`src/rtl/sync_1101_framer.sv`:
```
// Serialises parallel words into frames of sync pattern 1101 followed by the payload, MSB first.
// Define SYNC_1101_FRAMER_PARITY_EN to append an even-parity bit to every frame.
module sync_1101_framer #(
   parameter int   DATA_W   = 8,
   parameter logic IDLE_BIT = 1'b0
) (
   input  logic              clk,
   input  logic              reset_n,
   input  logic [DATA_W-1:0] data_in,
   input  logic              data_valid,
   output logic              data_ready,
   output logic              x,
   output logic              x_valid,
   output logic              frame_done
);

   localparam int              CNT_W     = (DATA_W > 1) ? $clog2(DATA_W) : 1;
   localparam logic [CNT_W-1:0] DATA_LAST = CNT_W'(DATA_W - 1);
   localparam logic [CNT_W-1:0] DATA_ONE  = CNT_W'(1);
   localparam logic [3:0]       SYNC_PAT  = 4'b1101;

`ifdef SYNC_1101_FRAMER_PARITY_EN
   typedef enum logic [1:0] {ST_IDLE = 2'd0, ST_SYNC = 2'd1, ST_DATA = 2'd2, ST_PAR = 2'd3} state_t;
`else
   typedef enum logic [1:0] {ST_IDLE = 2'd0, ST_SYNC = 2'd1, ST_DATA = 2'd2} state_t;
`endif

   state_t            state_r, state_s;
   logic [1:0]        sync_cnt_r, sync_cnt_s;
   logic [CNT_W-1:0]  data_cnt_r, data_cnt_s;
   logic [DATA_W-1:0] shift_r, shift_s;
   logic              x_r, x_s;
   logic              x_valid_r, x_valid_s;
   logic              frame_done_r, frame_done_s;
   logic              final_bit_s;
   logic              transfer_s;
`ifdef SYNC_1101_FRAMER_PARITY_EN
   logic              par_r, par_s;

   function automatic logic even_parity(input logic [DATA_W-1:0] word);
      return ^word;
   endfunction
`endif

   // Final-bit decode: the only cycles besides IDLE in which a new word may be taken
   always_comb begin
      final_bit_s = 1'b0;
`ifdef SYNC_1101_FRAMER_PARITY_EN
      if (state_r == ST_PAR) begin
         final_bit_s = 1'b1;
      end else begin
         final_bit_s = 1'b0;
      end
`else
      if ((state_r == ST_DATA) && (data_cnt_r == DATA_LAST)) begin
         final_bit_s = 1'b1;
      end else begin
         final_bit_s = 1'b0;
      end
`endif
   end

   assign data_ready = (state_r == ST_IDLE) || final_bit_s;
   assign transfer_s = data_valid && data_ready;

   // Next-state, counter and shift-register update
   always_comb begin
      state_s    = state_r;
      sync_cnt_s = sync_cnt_r;
      data_cnt_s = data_cnt_r;
      shift_s    = shift_r;
`ifdef SYNC_1101_FRAMER_PARITY_EN
      par_s      = par_r;
`endif
      case (state_r)
         ST_IDLE: begin
            state_s = transfer_s ? ST_SYNC : ST_IDLE;
         end
         ST_SYNC: begin
            if (sync_cnt_r == 2'd3) begin
               state_s    = ST_DATA;
               data_cnt_s = {CNT_W{1'b0}};
            end else begin
               sync_cnt_s = sync_cnt_r + 2'd1;
            end
         end
         ST_DATA: begin
            if (data_cnt_r == DATA_LAST) begin
`ifdef SYNC_1101_FRAMER_PARITY_EN
               state_s = ST_PAR;
`else
               state_s = transfer_s ? ST_SYNC : ST_IDLE;
`endif
            end else begin
               data_cnt_s = data_cnt_r + DATA_ONE;
               shift_s    = {shift_r[DATA_W-2:0], 1'b0};
            end
         end
`ifdef SYNC_1101_FRAMER_PARITY_EN
         ST_PAR: begin
            state_s = transfer_s ? ST_SYNC : ST_IDLE;
         end
`endif
         default: begin
            state_s = ST_IDLE;
         end
      endcase
      // A transfer can only happen in IDLE or on the final bit, so it never disturbs a frame
      if (transfer_s) begin
         sync_cnt_s = 2'd0;
         shift_s    = data_in;
`ifdef SYNC_1101_FRAMER_PARITY_EN
         par_s      = even_parity(data_in);
`endif
      end else begin
         sync_cnt_s = sync_cnt_s;
      end
   end

   // Outputs are decoded from the next state so the registered x lines up with it
   always_comb begin
      x_s          = IDLE_BIT;
      x_valid_s    = 1'b0;
      frame_done_s = 1'b0;
      case (state_s)
         ST_IDLE: begin
            x_s       = IDLE_BIT;
            x_valid_s = 1'b0;
         end
         ST_SYNC: begin
            x_s       = SYNC_PAT[2'd3 - sync_cnt_s];
            x_valid_s = 1'b1;
         end
         ST_DATA: begin
            x_s       = shift_s[DATA_W-1];
            x_valid_s = 1'b1;
`ifdef SYNC_1101_FRAMER_PARITY_EN
            frame_done_s = 1'b0;
`else
            frame_done_s = (data_cnt_s == DATA_LAST);
`endif
         end
`ifdef SYNC_1101_FRAMER_PARITY_EN
         ST_PAR: begin
            x_s          = par_s;
            x_valid_s    = 1'b1;
            frame_done_s = 1'b1;
         end
`endif
         default: begin
            x_s       = IDLE_BIT;
            x_valid_s = 1'b0;
         end
      endcase
   end

   // State and output registers
   always_ff @(posedge clk or negedge reset_n) begin
      if (!reset_n) begin
         state_r      <= ST_IDLE;
         sync_cnt_r   <= 2'd0;
         data_cnt_r   <= {CNT_W{1'b0}};
         shift_r      <= {DATA_W{1'b0}};
         x_r          <= IDLE_BIT;
         x_valid_r    <= 1'b0;
         frame_done_r <= 1'b0;
`ifdef SYNC_1101_FRAMER_PARITY_EN
         par_r        <= 1'b0;
`endif
      end else begin
         state_r      <= state_s;
         sync_cnt_r   <= sync_cnt_s;
         data_cnt_r   <= data_cnt_s;
         shift_r      <= shift_s;
         x_r          <= x_s;
         x_valid_r    <= x_valid_s;
         frame_done_r <= frame_done_s;
`ifdef SYNC_1101_FRAMER_PARITY_EN
         par_r        <= par_s;
`endif
      end
   end

   assign x          = x_r;
   assign x_valid    = x_valid_r;
   assign frame_done = frame_done_r;

endmodule

```
`config.mk`:
```
export PLATFORM = sky130hd
export DESIGN_NAME = sync_1101_framer
export DESIGN_NICKNAME = d
export VERILOG_FILES = /design/src/rtl/sync_1101_framer.sv
export SDC_FILE = /design/constraint.sdc
export NUM_CORES = 1
export LEC_CHECK = 0
export ABC_AREA = 1
export CORE_MARGIN = 2
export CORE_UTILIZATION = 51
export CTS_CLUSTER_SIZE = 24
export DETAILED_ROUTE_END_ITERATION = 8
export GPL_TIMING_DRIVEN = 0
export PLACE_DENSITY = 0.83
export SLEW_MARGIN = 30
export SYNTH_ARGS = -nofsm -noshare
export SYNTH_HDL_FRONTEND = slang
export SYNTH_SLANG_ARGS = --single-unit
```
`constraint.sdc`:
```
create_clock -name clk -period 2.1 [get_ports clk]
set_input_delay 0.21 -clock clk [delete_from_list [all_inputs] [get_ports clk]]
set_output_delay 0.21 -clock clk [all_outputs]
set_load 0.05 [all_outputs]
```
Word-level counts from Yosys, hierarchy flattened --
Index checks and enable logic that the tools add are counted.
Cells by class: shift-type cells 0, eq/ne operators 8, $mul 0, bitwise logic cells 0, $add $sub $neg 3, muxes and demuxes 19, reductions and logical operators 7, magnitude comparators 1, div/mod/pow operators 0
Operators by type and width (count):
- 8-bit two-way mux | 3
- 2-bit two-way mux | 5
- 2-bit equality test (second input constant) | 3
- 3-bit equality test (second input constant) | 2
- 3-bit two-way mux | 2
- 2-bit one-hot mux with 3 select lines | 1
- 3-bit one-hot mux with 2 select lines | 1
- 1-bit two-way mux | 5
- 2-bit by 1-bit equality test with 1-bit output (second input constant) | 2
- 3-bit by 1-bit adder with 3-bit output (second input constant) | 1
- 2-bit by 3-bit < comparator with 1-bit output (second input constant) | 1
- 2-bit by 1-bit adder with 2-bit output (second input constant) | 1
- 1-bit binary-select mux with 2-bit select | 1
- 1-bit logical AND | 2
- 2-bit zero test | 1
- 2-bit inequality test (second input constant) | 1
- 1-bit one-hot mux with 2 select lines | 1
- 2-bit AND reduction | 1
- 2-bit nonzero test | 1
- 2-bit OR reduction | 1
- 2-bit subtractor (first input constant) | 1
- 1-bit logical OR | 1
Word-level totals: RAM bits 0, logic and storage cells 46, memories kept 0, output and inout bits 4, bits of input ports 11, memory bits (read-only) 0, register bits after elaboration 18, latch bits 0

Depth between registers and ports, before layout --
Gate-level depths: netlist of run 1.
depth after elaboration 11, gate-level depth with buffers 11

Worst setup path before layout of run 1 --
OpenSTA, ideal clock, no wires.
path kind register to register, start point register state_r[0], end point register x_r, in the netlist x, stages on the path, launching flop included 10, slack 0.165 ns, path buffers 0, arrival time 1.858 ns, library setup time 0.077 ns, cell sequence dfrtp_1 -> inv_1 -> ha_1 -> nand3_2 -> nand2_2 -> nand2_4 -> a21oi_1 -> inv_1 -> ha_1 -> a21oi_1
On the way: longest elaborated chain between the ends 10
Ends and longest elaborated chain:
- start: declaration | line 28 | state_t state_r, state_s;
- start signal: assignment | line 171 | state_r <= state_s;
- 2-bit equality test | line 55 | if ((state_r == ST_DATA) && (data_cnt_r == DATA_LAST)) begin
- 1-bit logical AND | line 55
- 1-bit two-way mux | line 55
- 1-bit logical OR (*) | line 63 | assign data_ready = (state_r == ST_IDLE) || final_bit_s;
- via data_ready | line 11 | output logic data_ready,
- 1-bit logical AND (*) | line 64 | assign transfer_s = data_valid && data_ready;
- 1-bit two-way mux (*) | line 77, 92
- 2-bit two-way mux | line 88 | if (data_cnt_r == DATA_LAST) begin
- 2-bit one-hot mux with 3 select lines (*) | line 75 | case (state_r)
- via state_s[0] | line 28
- 2-bit equality test or 2-bit by 1-bit equality test with 1-bit output (tied branches) | line 125 | case (state_s)
- 1-bit one-hot mux with 2 select lines (*) | line 125
- via x_s | line 32 | logic x_r, x_s;
- end signal: assignment | line 175 | x_r <= x_s;
- end: declaration | line 32
The timed path passes the listed nets; every way through them passes the cells marked *. The select of a mux whose other input is x is not followed. A chain may end at the register's enable or synchronous reset.

Final worst setup path of run 1 --
start point register state_r[0], end point register x_r, in the netlist x
On the way: longest elaborated chain between the ends 10
Ends and longest elaborated chain (line):
- 2-bit equality test | 55, 75
- 1-bit logical AND | 55
- 1-bit two-way mux | 55
- 1-bit logical OR | 63
- 1-bit logical AND | 64
- 1-bit two-way mux | 77, 92
- 2-bit two-way mux | 88
- 2-bit one-hot mux with 3 select lines (*) | 75
- via state_s[0] | 28
- 2-bit equality test or 2-bit by 1-bit equality test with 1-bit output (tied branches) | 125
- 1-bit one-hot mux with 2 select lines (*) | 125
- via x_s | 32
Marked as above.

==> impl_results.md, run 1 <==
* First-pass GRT wire length at 3.04 mm
* Area of the multi-input gates at 432 um^2
* Initial antenna violation count at 0
* Reg area at 450 um^2
* Worst Path Arrival at 2.11 ns
* Post-Route WL at 1.78 mm
* Buffers on Ports at 14
* Synth warn at 0
* DR iter-0 viols at 15
* Clock skew at around 0.0049 ns
* Fmax at roughly 530 MHz
* CTS tree: done
* Worst-Margin Slew at ~0.80 ns
* Row cnt at 15
* Nets at between 100 and 150
* Part of the power in the clock network at 14.8%
* Setup TNS Final at 0 ns
* Fin cells at 155
* Share of cells above drive strength 1 at 10.0%
* Setup crit end kind: flop
* Worst skew pair latency at 0.28 ns
* Power per cell area at 1200 nW/um^2
* Leading area contributor after synthesis: dfrtp_1
* DRC Markers at 0
* DR WL/cell at 11.5 um
* Slew Limit Headroom at 46.2%
* Worst min path class: in -> async
* Design area at 1160 um^2
* FF-to-FF setup slack at 0.20 ns
* Register bit count reported by yosys at 18
* Lkg Pwr at 0.000592 uW
* R2R Path End: x$_DFF_PN0_
* Diodes inserted at 0
* RSZ-0062 raised after global routing: no
* Sequential power share at between 30 and 40%
* CORE AREA at 1750 um^2
* Grt total ovfl at 0
* Reg2Reg Depth at 10
* RR Startpoint: state_r[0]$_DFF_PN0_
* Detailed placer's ending HPWL at 1.38 mm
* Final setup fails at 0
* P&R area growth vs syn at 21.7%
* Critical-path cell list: inv_1, ha_1, nand2_1, buf_6, nand2_1, nand2_1, a21oi_2, inv_1, ha_1, a21oi_1
* Gp weighted congestion at 0.788
* CP required at approximately 2.3 ns
* Die area at 2230 um^2
* Final period util at 90.4%
* Initial core utilization at 54.6%
* Placed Area at between 1000 and 1500 um^2
* Post-synth top area share at about 47%
* Cell variety after synth at 17
* Worst-path clk slew at 0.10 ns
* CP peak stage delay at 0.43 ns
* Gate Count Post-Synth at 112
* Drt first pass iters at 4
* Synth Net Count at 130
* Synth area leaders: dfrtp_1, nand3_1, nand2_1, ha_1, inv_1
* Worst hold slack at 0.382 ns
* Fin. max-slew vios at 0
* Post-route ant nets at 0
* Sw Pwr at 569 uW
* Worst-path maximum fanout at 10
* Largest net degree at the start of global routing at 19
* Mapped Area at 953 um^2
* CTS root buf: clkbuf_4
* Status: finished clean
* Die height at roughly 47 um
* Vias in the first global route at 719
* Vias at 783
* H-tree depth at 1
* Max-Cap Viols at 0
* Io pins at 15
* Placed insts at 151
* GRT Util Overall at 19.4%
* Synth Area per Inst at between 8 and 9 um^2
* CTS sink count at 18
* CTS Hold Bufs at 0
* Crit path launch: state_r[0]$_DFF_PN0_
* Fillers at 153
* Crit path max-delay cell type: dfrtp_1
* Min cycle time layout at around 1.9 ns
* Worst vdd ir at 719 uV
* CTS Buf Count at 3
* Sw Ratio at between 40% and 50%
* Setup CP Type: reg -> reg
* Vias per std cell at a little over 5
* Max clock buf depth at 2
* Power, Total at 1390 uW
* Sequential area share after synthesis at 47.2%
* Setup crit start kind: flop
* Die X at 47.2 um
* Comb power frac at between 40% and 50%
* Most used cell, CP: nand2_1
* Final Hold Viols at 0
* Pint at between 800 and 900 uW
power by group through the flow:
stage | sequential [uW] | combinational, uW | clock [uW]
floorplan | 588 | 433 | 0
global route | 560 | 720 | 233
detailed placement | 554 | 644 | 0
global placement | 546 | 620 | 0
CTS | 546 | 638 | 215
finish | 546 | 636 | 205
sequential cells by signal, summed over array words and instances, names as in the netlist:
register    cells
frame_done      1
shift_r         8
state_r         2
x_valid         1
data_cnt_r      3
x               1
sync_cnt_r      2
synthesized netlist by cell type:
cell type and number:
nand2_2 1, a31o_2 1, buf_6 2, inv_1 13, a21boi_0 1, a21oi_1 4, nand3b_1 1, inv_2 1
nand3_1 25, ha_1 7, nor2_1 2, and2_1 2, nand2_4 1, o21ai_0 3, nand2_1 29, dfrtp_1 18
nand3_2 1
layout make-up:
| type | count | share of cell area [%] |
|---|---|---|
| Sequential cell | 18 | 38.8 |
| Inverter | 14 | 4.53 |
| Buffer | 2 | 1.94 |
| Timing Repair Buffer | 14 | 11.7 |
| Clock buffer | 4 | 3.13 |
| Tap cell | 25 | 2.70 |
| Multi-Input combinational cell | 78 | 37.2 |
what timing repair did:
action,CTS,global route
buffers inserted,0,0
endpoints found under the hold margin,0,0
gates resized for setup,1,3
setup endpoints to repair,1,2
kinds of logic after synthesis:
family | synth area share, %
simple gates | 30.3
flops | 47.2
buf+inv | 7.87
compound gates | 5.38
fa+ha+maj | 9.19
critical path, delay by kind of cell (launching register included):
| family | cells | cell delay, ns |
|---|---|---|
| AND/OR/NAND/NOR | 3 | 0.24 |
| AO/OA/AOI/OAI | 2 | 0.29 |
| flip-flops | 1 | 0.43 |
| buffers and inverters | 3 | 0.31 |
| adder cells (fa/ha/maj) | 2 | 0.56 |
cells in the final DEF (no fill, tap or decap):
cell type | Yosys | routed
nand2_1 | 29 | 29
nand3_1 | 25 | 25
dfrtp_1 | 18 | 18
inv_1 | 13 | 13
clkdlybuf4s50_1 | 0 | 13
ha_1 | 7 | 7
a21oi_1 | 4 | 3
o21ai_0 | 3 | 3
clkbuf_4 | 0 | 3
buf_6 | 2 | 2
nor2_1 | 2 | 2
and2_1 | 2 | 2
nand3_2 | 1 | 1
nand2_2 | 1 | 1
nand2_4 | 1 | 1
a21oi_2 | 0 | 1
inv_2 | 1 | 1
nand3b_1 | 1 | 1
a21boi_0 | 1 | 1
a31o_2 | 1 | 1
clkbuf_8 | 0 | 1
clkbuf_2 | 0 | 1
stage by stage:
stage / setup slack, ns / utilization [%]
after global routing: 0.0370 / 66.5
after floorplan: 0.165 / -
after global placement: 0.126 / 64.4
after CTS: 0.0645 / 66.5
after detailed placement: 0.116 / 64.4
final: 0.202 / 66.5
worst max path at each step:
stage,end,slack (ns),depth (start not counted)
after global placement,data_ready,0.13,5
after global routing,x$_DFF_PN0_,0.04,10
final,x$_DFF_PN0_,0.20,10
after detailed placement,data_ready,0.12,5
after CTS,data_ready,0.06,5
after floorplan,x$_DFF_PN0_,0.16,9
per-layer routing:
| metal | global-route usage [%] | routed length [um] | share of wire [%] |
|---|---|---|---|
| met4 | 6.67 | 21 | 1.2 |
| met2 | 33.2 | 881 | 49 |
| met3 | 3.85 | 64 | 3.6 |
| met5 | 0 | 0 | 0 |
| met1 | 24.2 | 812 | 46 |
Note: power is estimated with default switching activity, not from simulation.
==> run 2, diff against run 1 <==
- ABC_AREA: 1 -> default
- CAP_MARGIN: default -> 40
==> impl_results.md, run 2 <==
* Fin cells at 133
* Worst skew pair latency at 0.30 ns
* Worst hold slack at 0.184 ns
* Post-synth top area share at 46.8%
* Largest family of logic cells by synthesized area: compound AO/OA/AOI/OAI gates
* CTS Buf Count at 3
* Predominant post-synthesis flop cell: dfrtp_1
* Diodes inserted at 0
* Setup TNS Final at 0 ns
* Initial core utilization at 55.2%
* Worst Path Arrival at ~2.2 ns
* Worst min path class: in -> async
* Power per cell area at 1310 nW/um^2
* CP delay by family, top: compound AO/OA/AOI/OAI gates
* Drt first pass iters at 4
* Top-count cell post-synth: dfrtp_1
* CP peak stage delay at around 0.42 ns
* Gate Count Post-Synth at 86
* Max clock buf depth at 2
* Register bit count reported by yosys at 18
* Post-Route WL at 1.78 mm
* Setup crit end kind: flop
* Mux contribution to synthesized area at 10.8%
* Max-Cap Viols at 0
* XOR/XNOR Fraction of Synth Area at 0%
* Synth warn at 0
* Most flops, register: shift_r
* Io pins at 15
* Cell variety after synth at 24
* Nets at 127
* EDFF count, synth at 0
* DR iter-0 viols at 11
* Vias at 693
* Placed insts at ~130
* Synth Area in Adders at 9.09%
* GRT Util Overall at 19.3%
* Sequential area share after synthesis at 46.8%
* Vias in the first global route at 666
* DR WL/cell at 13.4 um
* Final Hold Viols at 0
* Lkg Pwr at 0.000560 uW
* Top flop regs: shift_r: 8 flops, data_cnt_r: 3 flops
* First-pass GRT wire length at ~2.9 mm
* H-tree depth at 1
* Async SR Flop Fraction at 100%
* Most frequent cells in the layout: dfrtp_1, clkdlybuf4s50_1, nand2_1
* Worst-Margin Slew at approximately 0.50 ns
* Mapped Area at 963 um^2
* Synth Net Count at 104
* Largest net degree at the start of global routing at 19
* Clock skew at 0.00130 ns
* Die area at 2250 um^2
* Initial antenna violation count at 0
* Synth top cells by count: dfrtp_1, nand2_1, ha_1, mux2i_1
* DRC Markers at 0
* Setup CP Type: reg -> reg
* Fmax at 498 MHz
* Post-Synth Simple-Gate Area at roughly 11%
* Most common cell after layout, fill and taps aside: dfrtp_1
* Min cycle time layout at around 2.0 ns
* CTS Hold Bufs at 0
* Die X at 47.5 um
* Worst-path maximum fanout at 5
* Status: finished clean
* P&R area growth vs syn at 25.5%
* RR Startpoint: state_r[0]$_DFF_PN0_
* Buffers on Ports at 14
* Compound-gate portion of the synthesized area at 16.4%
* Die height at 47.5 um
* Fin. max-slew vios at 0
* CTS root buf: clkbuf_4
* Worst vdd ir at 605 uV
* Final setup fails at 0
* Post-route ant nets at 0
* CTS tree: done
* Crit path launch: state_r[0]$_DFF_PN0_
* Grt total ovfl at 0
* Crit path max-delay cell type: dfrtp_1
* Synth area leaders: dfrtp_1, ha_1, mux2i_1, a22o_1, buf_6
* Synth Area per Inst at between 10 and 15 um^2
* CTS sink count at 18
* Worst-path clk slew at 0.10 ns
* Slew Limit Headroom at 66.9%
* Share of cells above drive strength 1 at approximately 16%
* Detailed placer's ending HPWL at 1.33 mm
* Vias per std cell at ~5.2
* Row cnt at 15
* CORE AREA at 1750 um^2
* Leading area contributor after synthesis: dfrtp_1
* Critical-path cell list: inv_1, ha_2, a21boi_1, buf_6, o21ai_0, a21o_1, ha_1, nor2b_1, o2bb2ai_1
* Max reg flops at 8
* Gp weighted congestion at 0.746
* Buf/Inv on CP at 2
* Setup crit start kind: flop
* Final period util at a little over nine tenths
* CP required at 2.33 ns
-- run 2: cells by family (layout without fill, tap and decap cells) --
logic type	Yosys count	count (layout)
DFF	18	18
buffers and inverters	9	31
adders and majority gates	7	7
muxes	9	9
and+or+nand+nor	19	19
AOI/OAI and AO/OA	24	24
-- run 2: worst paths after layout --
check | slack, ns | to | cells past startpoint
max | 0.09 | x$_DFF_PN0_ | 9
min | 0.18 | frame_done$_DFF_PN0_ | 1
min in group clk | 0.44 | shift_r[6]$_DFFE_PN0P_ | 3
max in group asynchronous | 1.50 | shift_r[0]$_DFFE_PN0P_ | 2
max reg2reg | 0.09 | x$_DFF_PN0_ | 9
min reg2reg | 0.55 | shift_r[0]$_DFFE_PN0P_ | 2
-- run 2: power by group --
group | total (uW) | internal [uW] | switching, uW
Sequential | 568 | 480 | 88.1
Combinational | 798 | 367 | 431
Clock | 218 | 106 | 112
Total | 1580 | 953 | 630
-- run 2: metrics by stage --
stage	cell area, um^2	util [%]	total power [uW]	worst slack [ns]
3_5_place_dp	1130	65.0	1340	0.00801
3_3_place_gp	1130	65.0	1300	0.0748
2_1_floorplan	963	-	1140	0.117
4_1_cts	1170	67.2	1560	0.00316
5_1_grt	1210	69.2	1690	-0.0115
6_report	1210	69.2	1580	0.0939
-- run 2: per-layer routing --
layer  up-vias  GRT usage, %  routed length (um)
met5         -             0                   0
li1        343             -                   -
met3         5          3.40                  48
met1       334          24.1                 788
met4         0          11.7                  44
met2        11          31.1                 901
-- run 2: final cells by class --
class | instances | area (um^2)
buffer | 3 | 33.8
tap | 25 | 31.3
multi-input combinational | 59 | 462
inverter | 6 | 22.5
clock buffer | 4 | 36.3
timing repair buffer | 18 | 173
fill | 141 | 537
sequential | 18 | 450
-- run 2: what timing repair did --
action / CTS / global route
gates resized for setup: 2 / 1
setup buffers: 0 / 3
setup endpoints to repair: 2 / 1
==> run 3, diff against run 2 <==
- CAP_MARGIN: 40 -> 20
- clock period: 2.1 -> 2.05 ns (I/O delays scaled with it)
==> impl_results.md, run 3 (synthesis gave the netlist of run 2 again) <==
* Sequential power share at 35.1%
* Crit path max-delay cell type: dfrtp_1
* Slew Limit Headroom at approximately 46%
* Max reg flops at 8
* Worst min path class: in -> async
* CORE AREA at between 1500 and 2000 um^2
* DR iter-0 viols at 6
* Fmax at 511 MHz
* Pint at approximately 1000 uW
* Most flops, register: shift_r
* CP required at 2.28 ns
* Worst skew pair latency at 0.30 ns
* Diodes inserted at 0
* Max-Cap Viols at 0
* Setup crit start kind: flop
* Fin cells at approximately 130
* Worst-path clk slew at 0.10 ns
* Die area at 2250 um^2
* CP peak stage delay at 0.43 ns
* Max clock buf depth at 2
* Part of the power in the clock network at 13.6%
* CTS root buf: clkbuf_4
* GRT Util Overall at 19.9%
* Sw Pwr at roughly 660 uW
* Most common cell after layout, fill and taps aside: dfrtp_1
* RSZ-0062 raised after global routing: no
* Largest net degree at the start of global routing at 19
* Vias in the first global route at 682
* Grt total ovfl at 0
* Initial antenna violation count at 0
* Worst vdd ir at 639 uV
* Fin. max-slew vios at 0
* Worst-Margin Slew at around 0.81 ns
* Post-route ant nets at 0
* CTS Buf Count at 3
* Clock skew at 0.00203 ns
* DRC Markers at 0
* H-tree depth at 1
* CTS tree: done
* Die X at 47.5 um
* Die height at 47.5 um
* CTS Hold Bufs at 0
* Buffers on Ports at 14
* Power per cell area at between 1000 and 1500 nW/um^2
* Worst-path maximum fanout at 5
* First-pass GRT wire length at about 3 mm
* Post-route setup slack at 0.0949 ns
* Initial core utilization at 55.2%
* Setup CP Type: reg -> reg
* DR WL/cell at 13.7 um
* Placed insts at roughly 130
* Most used cell, CP: inv_1
* Nets at about 130
* DP Worst Slack at -0.0420 ns
* Final period util at 95.4%
* Sw Ratio at 39.9%
* Fillers at 134
* Comb power frac at 51.3%
* Gp weighted congestion at 0.746
* Setup crit end kind: flop
* Buf/Inv on CP at 3
* Final Hold Viols at 0
* Min cycle time layout at ~2.0 ns
* Status: finished clean
* P&R area growth vs syn at 26.8%
* Worst Path Arrival at 2.19 ns
* Post-Route WL at 1.83 mm
* Drt first pass iters at 3
* Worst hold slack at between 0.3 and 0.4 ns
* Row cnt at 15
* Io pins at 15
* Detailed placer's ending HPWL at roughly 1.3 mm
* Vias per std cell at approximately 5.2
* Share of cells above drive strength 1 at 17.6%
* Vias at just under 700
* Most frequent cells in the layout: dfrtp_1, clkdlybuf4s50_1, nand2_1
* Top flop regs: shift_r: 8 flops, data_cnt_r: 3 flops
* Power, Total at 1660 uW
* Critical-path cell list: inv_1, ha_2, a21boi_2, buf_6, o21ai_0, a21o_1, inv_1, ha_4, nor2b_1, o2bb2ai_1
* CP delay by family, top: compound AO/OA/AOI/OAI gates
* Final setup fails at 0
* CTS sink count at 18
* Lkg Pwr at 0.000559 uW
==> run 3: cell types whose count changed in the layout (fill, tap and decap cells not counted) <==
cell      delta
ha_1         -1
buf_6        -1
ha_4         +1
buf_4        +1
a21boi_1     -1
a21boi_2     +1
==> run 3: power by group through the flow <==
stage	Sequential, uW	Clock, uW	Combinational, uW
global placement	580	0	753
CTS	584	229	792
global route	595	239	936
finish	582	224	850
floorplan	615	0	556
detailed placement	591	0	781
==> run 3: repair_timing <==
item                       CTS  global route
pin swaps                    0             1
gates resized for setup      2             3
setup endpoints to repair    2             1
hold endpoints to repair     0             0
buffers inserted             2             2
==> run 3: cell type report <==
cell class	count	area [um^2]	area share (%)
Multi-Input combinational cell	59	478	39.1
Sequential cell	18	450	36.9
Inverter	6	22.5	1.84
Tap cell	25	31.3	2.56
Buffer	3	33.8	2.77
Clock buffer	4	36.3	2.97
Timing Repair Buffer	18	169	13.8
==> run 3: per-layer routing <==
layer / track usage (%) / part of all wire, % / vias up
li1: - / - / 342
met1: 24.1 / 44 / 330
met2: 33.0 / 50 / 13
met3: 3.40 / 2.8 / 7
met4: 11.7 / 3.1 / 0
met5: 0 / 0 / -
==> run 3: worst paths after layout <==
check	start	cells after the start	slack, ns	to
min	reset_n	1	0.36	frame_done$_DFF_PN0_
max reg2reg	state_r[0]$_DFF_PN0_	10	0.09	x$_DFF_PN0_
max	state_r[0]$_DFF_PN0_	10	0.09	x$_DFF_PN0_
min reg2reg	shift_r[0]$_DFFE_PN0P_	2	0.55	shift_r[0]$_DFFE_PN0P_
min in group clk	data_in[6]	3	0.43	shift_r[6]$_DFFE_PN0P_
max in group asynchronous	reset_n	1	1.19	shift_r[3]$_DFFE_PN0P_
==> run 3: through the flow <==
stage	TNS [ns]	utilization (%)	area, um^2
floorplan	0	-	963
global placement	0	65.0	1130
detailed placement	-0.0420	65.0	1130
CTS	0	68.0	1190
global route	0	70.0	1220
finish	0	70.0	1220
